## src/rtl/cj_fuzz_monitor.sv

```systemverilog
// Run-completion monitor: drives an LFSR key stream into a small direct-mapped
// tag cache, counts lookups and hits, and raises tohost[0] after NUM_REQ lookups.
module cj_fuzz_monitor #(
  parameter logic [31:0] NUM_REQ   = 32'd1024,
  parameter int          ENTRIES   = 16,
  parameter int          ADDR_BITS = 10,
  parameter logic [31:0] LFSR_SEED = 32'h0000_0001
) (
  input  logic        clock,
  input  logic        reset,
  output logic [63:0] tohost,
  output logic [63:0] crednum,
  output logic [63:0] credhit
);

  localparam int          IDX_BITS = $clog2(ENTRIES);
  localparam int          TAG_BITS = ADDR_BITS - IDX_BITS;
  localparam logic [31:0] SEED     = (LFSR_SEED == 32'd0) ? 32'd1 : LFSR_SEED;
  localparam logic [31:0] POLY     = 32'h8020_0003;
  localparam logic [63:0] LIMIT    = {32'd0, NUM_REQ};

  typedef enum logic {
    RUN  = 1'b0,
    DONE = 1'b1
  } state_t;

  state_t              state_q;
  state_t              state_d;
  logic [31:0]         lfsr_q;
  logic [31:0]         lfsr_d;
  logic [63:0]         num_q;
  logic [63:0]         num_d;
  logic [63:0]         hit_cnt_q;
  logic [63:0]         hit_cnt_d;
  logic [ENTRIES-1:0]  valid_q;
  logic [TAG_BITS-1:0] tag_q [ENTRIES];

  logic [ADDR_BITS-1:0] key;
  logic [IDX_BITS-1:0]  idx;
  logic [TAG_BITS-1:0]  tag;
  logic                 hit;
  logic                 fill;

  assign key = lfsr_q[ADDR_BITS-1:0];
  assign idx = key[IDX_BITS-1:0];
  assign tag = key[ADDR_BITS-1:IDX_BITS];
  assign hit = valid_q[idx] && (tag_q[idx] == tag);

  // A zero NUM_REQ reaches the limit with no lookup, so RUN checks the limit first.
  always_comb begin
    state_d   = state_q;
    lfsr_d    = lfsr_q;
    num_d     = num_q;
    hit_cnt_d = hit_cnt_q;
    fill      = 1'b0;
    if (state_q == RUN) begin
      if (num_q == LIMIT) begin
        state_d = DONE;
      end else begin
        fill      = !hit;
        num_d     = num_q + 64'd1;
        hit_cnt_d = hit_cnt_q + {63'd0, hit};
        lfsr_d    = lfsr_q[0] ? ((lfsr_q >> 1) ^ POLY) : (lfsr_q >> 1);
        if (num_d == LIMIT) begin
          state_d = DONE;
        end
      end
    end
  end

  always_ff @(posedge clock) begin
    if (!reset) begin
      state_q   <= RUN;
      lfsr_q    <= SEED;
      num_q     <= 64'd0;
      hit_cnt_q <= 64'd0;
      valid_q   <= '0;
    end else begin
      state_q   <= state_d;
      lfsr_q    <= lfsr_d;
      num_q     <= num_d;
      hit_cnt_q <= hit_cnt_d;
      if (fill) begin
        valid_q[idx] <= 1'b1;
      end
    end
  end

  // Tags need no reset; an entry is only trusted once its valid bit is set.
  always_ff @(posedge clock) begin
    if (reset && fill) begin
      tag_q[idx] <= tag;
    end
  end

  assign tohost  = {63'd0, state_q == DONE};
  assign crednum = num_q;
  assign credhit = hit_cnt_q;

endmodule

```

## config.mk

```make
export PLATFORM = sky130hd
export DESIGN_NAME = cj_fuzz_monitor
export DESIGN_NICKNAME = d
export VERILOG_FILES = /design/src/rtl/cj_fuzz_monitor.sv
export SDC_FILE = /design/constraint.sdc
export NUM_CORES = 1
export LEC_CHECK = 0
export ABC_AREA = 1
export CORE_AREA = 2 2 120 239
export CTS_BUF_LIST = sky130_fd_sc_hd__clkbuf_4 sky130_fd_sc_hd__clkbuf_8 sky130_fd_sc_hd__clkbuf_16
export DETAILED_ROUTE_END_ITERATION = 10
export DIE_AREA = 0 0 122 241
export MAX_ROUTING_LAYER = met4
export PLACE_DENSITY_LB_ADDON = 0.2
export SLEW_MARGIN = 10
export SYNTH_ARGS = -nofsm -noshare
export SYNTH_HDL_FRONTEND = slang
export SYNTH_SLANG_ARGS = --single-unit
export TNS_END_PERCENT = 50
```

## constraint.sdc

```tcl
create_clock -name clock -period 4.6 [get_ports clock]
set_clock_uncertainty 0.2 [all_clocks]
set_input_delay 0.69 -clock clock [delete_from_list [all_inputs] [get_ports clock]]
set_output_delay 0.69 -clock clock [all_outputs]
set_load 0.005 [all_outputs]
```

### After elaboration in Yosys (flattened, before gate mapping)

Memory sizes are Yosys's and may differ from the RTL's. A register that Yosys moved wholly into a read port is not among the register bits.
Cells that the tools add are included.

* memory bits (read-only): 0
* memories: 1
* bits of input ports: 2
* word-level logic and storage cells: 36
* register bits after elaboration: 177
* output and inout port bits: 192
* bits in latches: 0
* bits in writable memories: 96

* reduce and logical (&&, ||, !) cells: 5
* order comparisons: 2
* divide/modulo/power cells: 0
* multipliers: 0
* add/sub/neg operators: 2
* mux-type cells: 14
* shift operators: 0
* equal/unequal tests: 3
* bitwise gates (word level): 4

Memories
* tag_q: depth 16, width 6, rd ports 1, clocked after Yosys merged registers in 1, write ports 1, line 36 `logic [TAG_BITS-1:0] tag_q [ENTRIES];`

Operator list (count)
* $eq 64x11->1 const B: 2
* $add 64x1->64: 1
* $add 64x1->64 const B: 1
* $mux 32: 1
* $or 16x16->16: 1
* $mux 1: 9
* $mux 4: 2
* $eq 6x6->1: 1
* $lt 4x5->1 const B: 1
* $bmux 1 s4: 1
* $demux 1 s4: 1
* $ge 4x1->1 const B: 1
* $not 3->4: 1
* $logic_and 1x1->1: 3
* $not 1->1: 2
* $reduce_and 2->1: 1
* $logic_not 1->1: 1

### Depth between registers and ports, before layout

Gate-level depths: netlist (run 1).

* depth in word-level cells: 9
* gate-level depth with buffers: 25
* depth with buffers taken out: 23

### Worst setup path after synthesis (run 1)

Ideal clock, no wire load.

* path kind: register to register
* from: register with a tool-made name
* to: register hit_cnt_q[54] (netlist: credhit[54])
* data required time: 4330 ps
* arrival time: 2987 ps
* stages on the path, launching flop included: 22
* period minus slack after synthesis: 3258 ps
* path buffers: 2
* setup time: 70 ps
* slack: 1342 ps
* cells stage by stage: dfxtp_1 buf_4 clkbuf_1 o21ai_0 o221ai_1 nand3_1 nand3_1 nand2_1 nor2_1 nand2_1 nor2_1 ha_1 ha_1 inv_1 nor3_2 nand2_1 inv_1 nand2_1 nor4_1 xor2_1 nand2_1 a21oi_1

RTL lines
* end signal: assignment: line 82 `hit_cnt_q <= hit_cnt_d;`
* end: declaration: line 33 `logic [63:0] hit_cnt_q;`

==> metrics.md, run 1 <==
| Metric | Value |
|---|---|
| Worst-path clk slew | 70 ps |
| Max-Cap Viols | 0 |
| Largest net degree at the start of global routing | 100 |
| Measured slew at the worst slew-check pin | 1050 ps |
| IO buf count | 130 |
| CP peak stage delay | 470 ps |
| Endpoints failing hold | 0 |
| Wirelength per Cell | 21.4 µm |
| Status | completed |
| Fin. max-slew vios | 0 |
| Fin util | 63.9% |
| Startpoint types | flop |
| Share of the synthesized area in the top cell type | 23.7% |
| Iteration count of the initial detailed-routing pass | 6 |
| Die ar. | 29400 µm² |
| Vias in the first global route | 14200 |
| Critical path fanouts, max | 29 |
| YS warnings | 0 |
| Slew headroom | 30.2% |
| Worst min path class | flop to flop |
| Number of library cell types mapped by synthesis | 49 |
| Maximum VDD drop | 0.351 mV |
| Leakage | 6.42 nW |
| Post-route DRC | 0 |
| Max Freq | 238 MHz |
| Cell Area, Synth | 15300 µm² |
| Seq cells post-synth | 277 |
| CP Cell Sequence | buf_4 > o21ai_0 > o211ai_1 > o211ai_1 > nand3_1 > nand2_1 > nor2_1 > nand2_1 > nor2_1 > ha_1 > ha_1 > inv_1 > nor3_2 > nand2_1 > inv_1 > nand2_1 > nor4_1 > xor2_1 > nand2_1 > a21oi_1 |
| Core ar. | 27400 µm² |
| # diodes | 0 |
| CP Class | flop to flop |
| Endpoints failing setup | 0 |
| Clock root cell | clkbuf_16 |
| Initial DRC count | 1415 |
| Filler cell count | 2463 |
| Die height | 241 µm |
| CP arrival | 4480 ps |
| Period utilisation layout | 91.3% |
| TritonCTS clock tree | yes |
| RSZ-0062 raised after global routing | no |
| Min Hold Slack | 248 ps |
| PnR Total Power | 5.58 mW |
| Area grow syn2layout | 14.5% |
| Pwr per Cell Area | 318 nW/µm² |
| Initial Utilization | 55.8% |
| Avg Vias per Cell | 5.71 |
| Setup TNS | 0 ps |
| Most frequent cells in the layout | nand2_1, nor2_1, dfxtp_1, inv_1, o21ai_0 |
| Vias | 14700 |
| Global-route wire length before repair | 81.4 mm |
| Synth Instances | 2097 |
| Max clock buf depth | 3 |
| Clk_lat worst skew | 560 ps |
| Total Routing Usage GR | 38.2% |
| Hold Crit Depth | 2 |
| HPWL after detailed placement | 41.7 mm |
| Top Ports | 194 |
| CP dominant cell by count | nand2_1 |
| Total gr overflow | 0 |
| Crit. End Element | flop |
| Antenna violations before repair | 0 |
| Post-cts resize count | 0 |
| Cell count of the worst reg-to-reg path | 20 |
| Row Count | 86 |
| Fraction of layout cells with a size suffix above 1 | 5.61% |
| CTS Buf Count | 25 |
| Period minus WS final | 4200 ps |
| Placer Congestion | 1.12 |
| Total Wirelength | 55.2 mm |
| Slowest CP cell | dfxtp_1 |
| Routed Antenna Nets | 0 |
| Setup repair bufs after CTS | 0 |
| Die X-Extent | 122 µm |
| Fin nets | 2219 |
| Post-synth top area cell | dfxtp_1 |
| Seq/Total Area, Yosys | 42.5% |
| Crit path required time | 4880 ps |
| Commonest non-fill, non-tap cell in the layout | nand2_1 |
| Hold_buf cts | 0 |
| Sink Count | 277 |
| H-tree Lvls | 1 |
| Largest cells by area after synthesis | dfxtp_1, edfxtp_1, nand2_1 |
| Syn Area/Cell | 7.30 µm² |
[synthesized netlist by cell type, drive strengths merged]
master	number
a211oi	23
a21o	2
a21oi	113
a22oi	2
a31oi	3
a32oi	2
and2	3
and3	2
buf	101
clkbuf	35
clkinv	2
conb	1
dfxtp	181
edfxtp	96
ha	9
inv	178
nand2	496
nand2b	1
nand3	99
nand3b	2
nand4	56
nor2	382
nor3	39
nor3b	3
nor4	20
o211ai	20
o21a	2
o21ai	144
o21bai	2
o221ai	2
o22ai	3
xnor2	24
xor2	49
[final timing paths]
kind | endpoint | slack [ps] | startpoint
worst max register to register | credhit[54] | 400 | flop
worst max-delay path | credhit[54] | 400 | flop
worst min register to register | valid_q[12] | 250 | valid_q[12]
worst min-delay path | valid_q[12] | 250 | valid_q[12]
[state kept, by name, summed over array words and instances (netlist names), named ones only]
name	flops
credhit	64
crednum	64
lfsr_q	32
state_q	1
tag_q	96
valid_q	16
[per-stage QoR]
step                instance area (µm²)  worst slack [ps]  std cells
finish                            17500               401       2579
CTS                               17500               520       2579
global placement                  16700               693       2533
detailed placement                16700               571       2533
global route                      17500              76.9       2579
floorplan                         15500              1340       2159
[logic make-up (layout without fill, tap and decap cells)]
logic type	count (synthesis)	count (layout)	synth area share, %
AND/OR/NAND/NOR	1103	1103	31.3
AO/OA/AOI/OAI	318	318	11.5
buffers and inverters	316	384	9.79
flip-flops	277	277	42.5
XOR/XNOR	73	73	4.18
adder cells (fa/ha/maj)	9	9	0.735
other	1	63	0.0245
[area by class of cell]
type,instances,area (µm²),area share (%)
inverter,180,678,3.87
tap,352,440,2.51
timing repair buffer,158,1530,8.73
sequential,277,6510,37.1
multi-input combinational,1566,7550,43.0
clock buffer,26,633,3.61
clock inverter,20,199,1.13
[worst max-delay path: cells and delay by family, from the launching register on]
kind,cells,cell delay [ps]
AND/OR/NAND/NOR,10,1400
AO/OA/AOI/OAI,4,710
buffers and inverters,3,620
adder cells (fa/ha/maj),2,540
flip-flops,1,470
XOR/XNOR,1,180
[layer usage]
layer	GRT usage, %	up-vias	share of wire, %
li1	-	7024	-
met1	35.5	6863	32
met2	69.6	609	54
met3	5.55	221	5.3
met4	28.0	0	8.8
met5	-	-	0
[power by group]
| group | internal (mW) | switching (mW) | leakage (nW) | total, mW |
|---|---|---|---|---|
| Combinational | 0.234 | 0.495 | 3.66 | 0.729 |
| Clock | 1.14 | 1.02 | 0.398 | 2.17 |
| Sequential | 2.60 | 0.0850 | 2.36 | 2.69 |
(Power assumes the default switching activity.)
==> run 2: changes to the inputs <==
--- a/config.mk
+++ b/config.mk
@@ -6,10 +6,12 @@
 export NUM_CORES = 1
 export LEC_CHECK = 0
 export ABC_AREA = 1
-export CORE_AREA = 2 2 120 239
+export CORE_AREA = 2 2 169 171
 export CTS_BUF_LIST = sky130_fd_sc_hd__clkbuf_4 sky130_fd_sc_hd__clkbuf_8 sky130_fd_sc_hd__clkbuf_16
 export DETAILED_ROUTE_END_ITERATION = 10
-export DIE_AREA = 0 0 122 241
+export DIE_AREA = 0 0 171 173
+export GPL_TIMING_DRIVEN = 0
+export HOLD_SLACK_MARGIN = 0.15
 export MAX_ROUTING_LAYER = met4
 export PLACE_DENSITY_LB_ADDON = 0.2
 export SLEW_MARGIN = 10
==> metrics.md, run 2 (same netlist as run 1, synthesis figures left out) <==
| Metric | Value |
|---|---|
| Sw power | 1.66 mW |
| Most frequent cells in the layout | nand2_1, nor2_1, dfxtp_1, inv_1, o21ai_0 |
| Fin. max-slew vios | 0 |
| Hold_buf cts | 0 |
| Crit path required time | 4870 ps |
| Leakage | 6.96 nW |
| Combinational share of power | 14.2% |
| Wirelength per Cell | 19.2 µm |
| Global-route wire length before repair | 79.8 mm |
| Slew headroom | 37.8% |
| Fraction of layout cells with a size suffix above 1 | 9.16% |
| Initial Utilization | 55.4% |
| Critical path fanouts, max | 10 |
| Max FFs per register | 96 |
| Maximum VDD drop | 0.263 mV |
| Max Freq | 228 MHz |
| Post-Place Cells | 2666 |
| Sequential cell area | 6510 µm² |
| Post-route DRC | 0 |
| Max clock buf depth | 3 |
| Crit. End Element | flop |
| Max-Cap Viols | 0 |
| Initial DRC count | 1362 |
| Endpoints failing setup | 0 |
| Commonest non-fill, non-tap cell in the layout | nand2_1 |
| Die X-Extent | 171 µm |
| Placer Congestion | 1.03 |
| Switch share | 27.7% |
| Die ar. | 29600 µm² |
| Worst min path class | flop to flop |
| Antenna violations before repair | 1 |
| Sink Count | 277 |
| Fin util | 66.6% |
| CTS Buf Count | 30 |
| Largest net degree at the start of global routing | 21 |
| P_int | 4.32 mW |
| Clock root cell | clkbuf_16 |
| Startpoint types | flop |
| Status | completed |
| Top Ports | 194 |
| Total gr overflow | 0 |
| Die height | 173 µm |
| Period minus WS final | 4380 ps |
| Total Wirelength | 52.4 mm |
| Endpoints failing hold | 0 |
| Worst slack, placed | -164 ps |
| Fin nets | 2334 |
| Row Count | 61 |
| Clk network pwr share | 41.0% |
| Non-filler cells, final | 2726 |
| Vias in the first global route | 14400 |
| Filler cell count | 2434 |
| Avg Vias per Cell | 5.58 |
| Iteration count of the initial detailed-routing pass | 7 |
| CP Class | flop to flop |
| Setup TNS | 0 ps |
| CP arrival | 4650 ps |
| HPWL after detailed placement | 39.6 mm |
| Register with the most flip-flops | tag_q |
| Period utilisation layout | 95.2% |
| Multi-input logic area | 7580 µm² |
| IO buf count | 129 |
| RSZ-0062 raised after global routing | no |
| TritonCTS clock tree | yes |
| Measured slew at the worst slew-check pin | 932 ps |
| Final WS setup | 222 ps |
| Sequential fraction of design power | 44.8% |
| Vias | 15200 |
| Area grow syn2layout | 20.2% |
| Core ar. | 27600 µm² |
| Routed Antenna Nets | 0 |
| Pwr per Cell Area | 325 nW/µm² |
| Clk_lat worst skew | 560 ps |
| Total Routing Usage GR | 35.5% |
| H-tree Lvls | 1 |
| Worst-path clk slew | 60 ps |
==> run 2: changes by cell type in the layout (fill, tap and decap cells not counted), sizes merged <==
| cell | delta |
|---|---|
| buf | +74 |
| diode | +1 |
| inv | -4 |
| clkinvlp | +2 |
| clkinv | -1 |
| clkbuf | +49 |
==> run 2: critical path, stage by stage (launching register included) <==
cell	delay, ps
dfxtp_1	300
buf_4	150
buf_2	220
o21ai_0	310
o211ai_1	170
nand3_1	250
nand2_1	120
xnor2_1	200
nand3_1	110
nor2_1	220
ha_2	310
inv_1	110
nor3_4	270
inv_1	140
nor3_2	400
nand2_1	260
nor2_1	190
xor2_1	160
nand2_1	70
a21oi_1	140
==> run 2: layer usage <==
metal	part of all wire [%]	routed length [µm]	track usage, %	vias to the layer above
li1	-	-	-	7261
met1	42	22200	45.8	7100
met2	46	24100	56.6	690
met3	7.6	3980	5.38	154
met4	4.0	2100	12.9	0
met5	0	0	-	-
==> run 2: layout make-up <==
class,instances,share of cell area [%]
plain buffers,136,4.50
well taps,378,2.57
flip-flops and latches,277,35.4
clock inverters,17,0.871
multi-input cells,1566,41.2
repair buffers,132,7.14
diodes,1,0.0136
clock buffers,39,4.65
inverters,180,3.69
==> run 2: power groups by stage <==
stage | combinational [mW] | clock (mW) | sequential, mW
global route | 0.922 | 2.57 | 2.69
detailed placement | 0.815 | 0 | 2.73
global placement | 0.796 | 0 | 2.73
CTS | 0.823 | 2.47 | 2.68
finish | 0.848 | 2.45 | 2.68
floorplan | 0.546 | 0 | 2.71
==> run 2: timing repair <==
item,CTS,global route
pin swaps,0,1
buffers inserted,0,3
resized for setup,5,11
setup endpoints to repair,7,12
==> run 2: worst paths after layout <==
kind                             startpoint           to  slack, ps  depth (start not counted)
worst min-delay path            valid_q[14]  valid_q[14]        240                          2
worst min register to register  valid_q[14]  valid_q[14]        240                          2
worst max-delay path                   flop  credhit[61]        220                         19
worst max register to register         flop  credhit[61]        220                         19
==> run 2: through the flow <==
step	cell area (µm²)	total power, mW	hold WS (ps)
2_1_floorplan	15500	3.25	222
3_3_place_gp	17300	3.52	232
3_5_place_dp	17300	3.55	233
4_1_cts	18300	5.97	243
5_1_grt	18400	6.18	255
6_report	18400	5.98	241
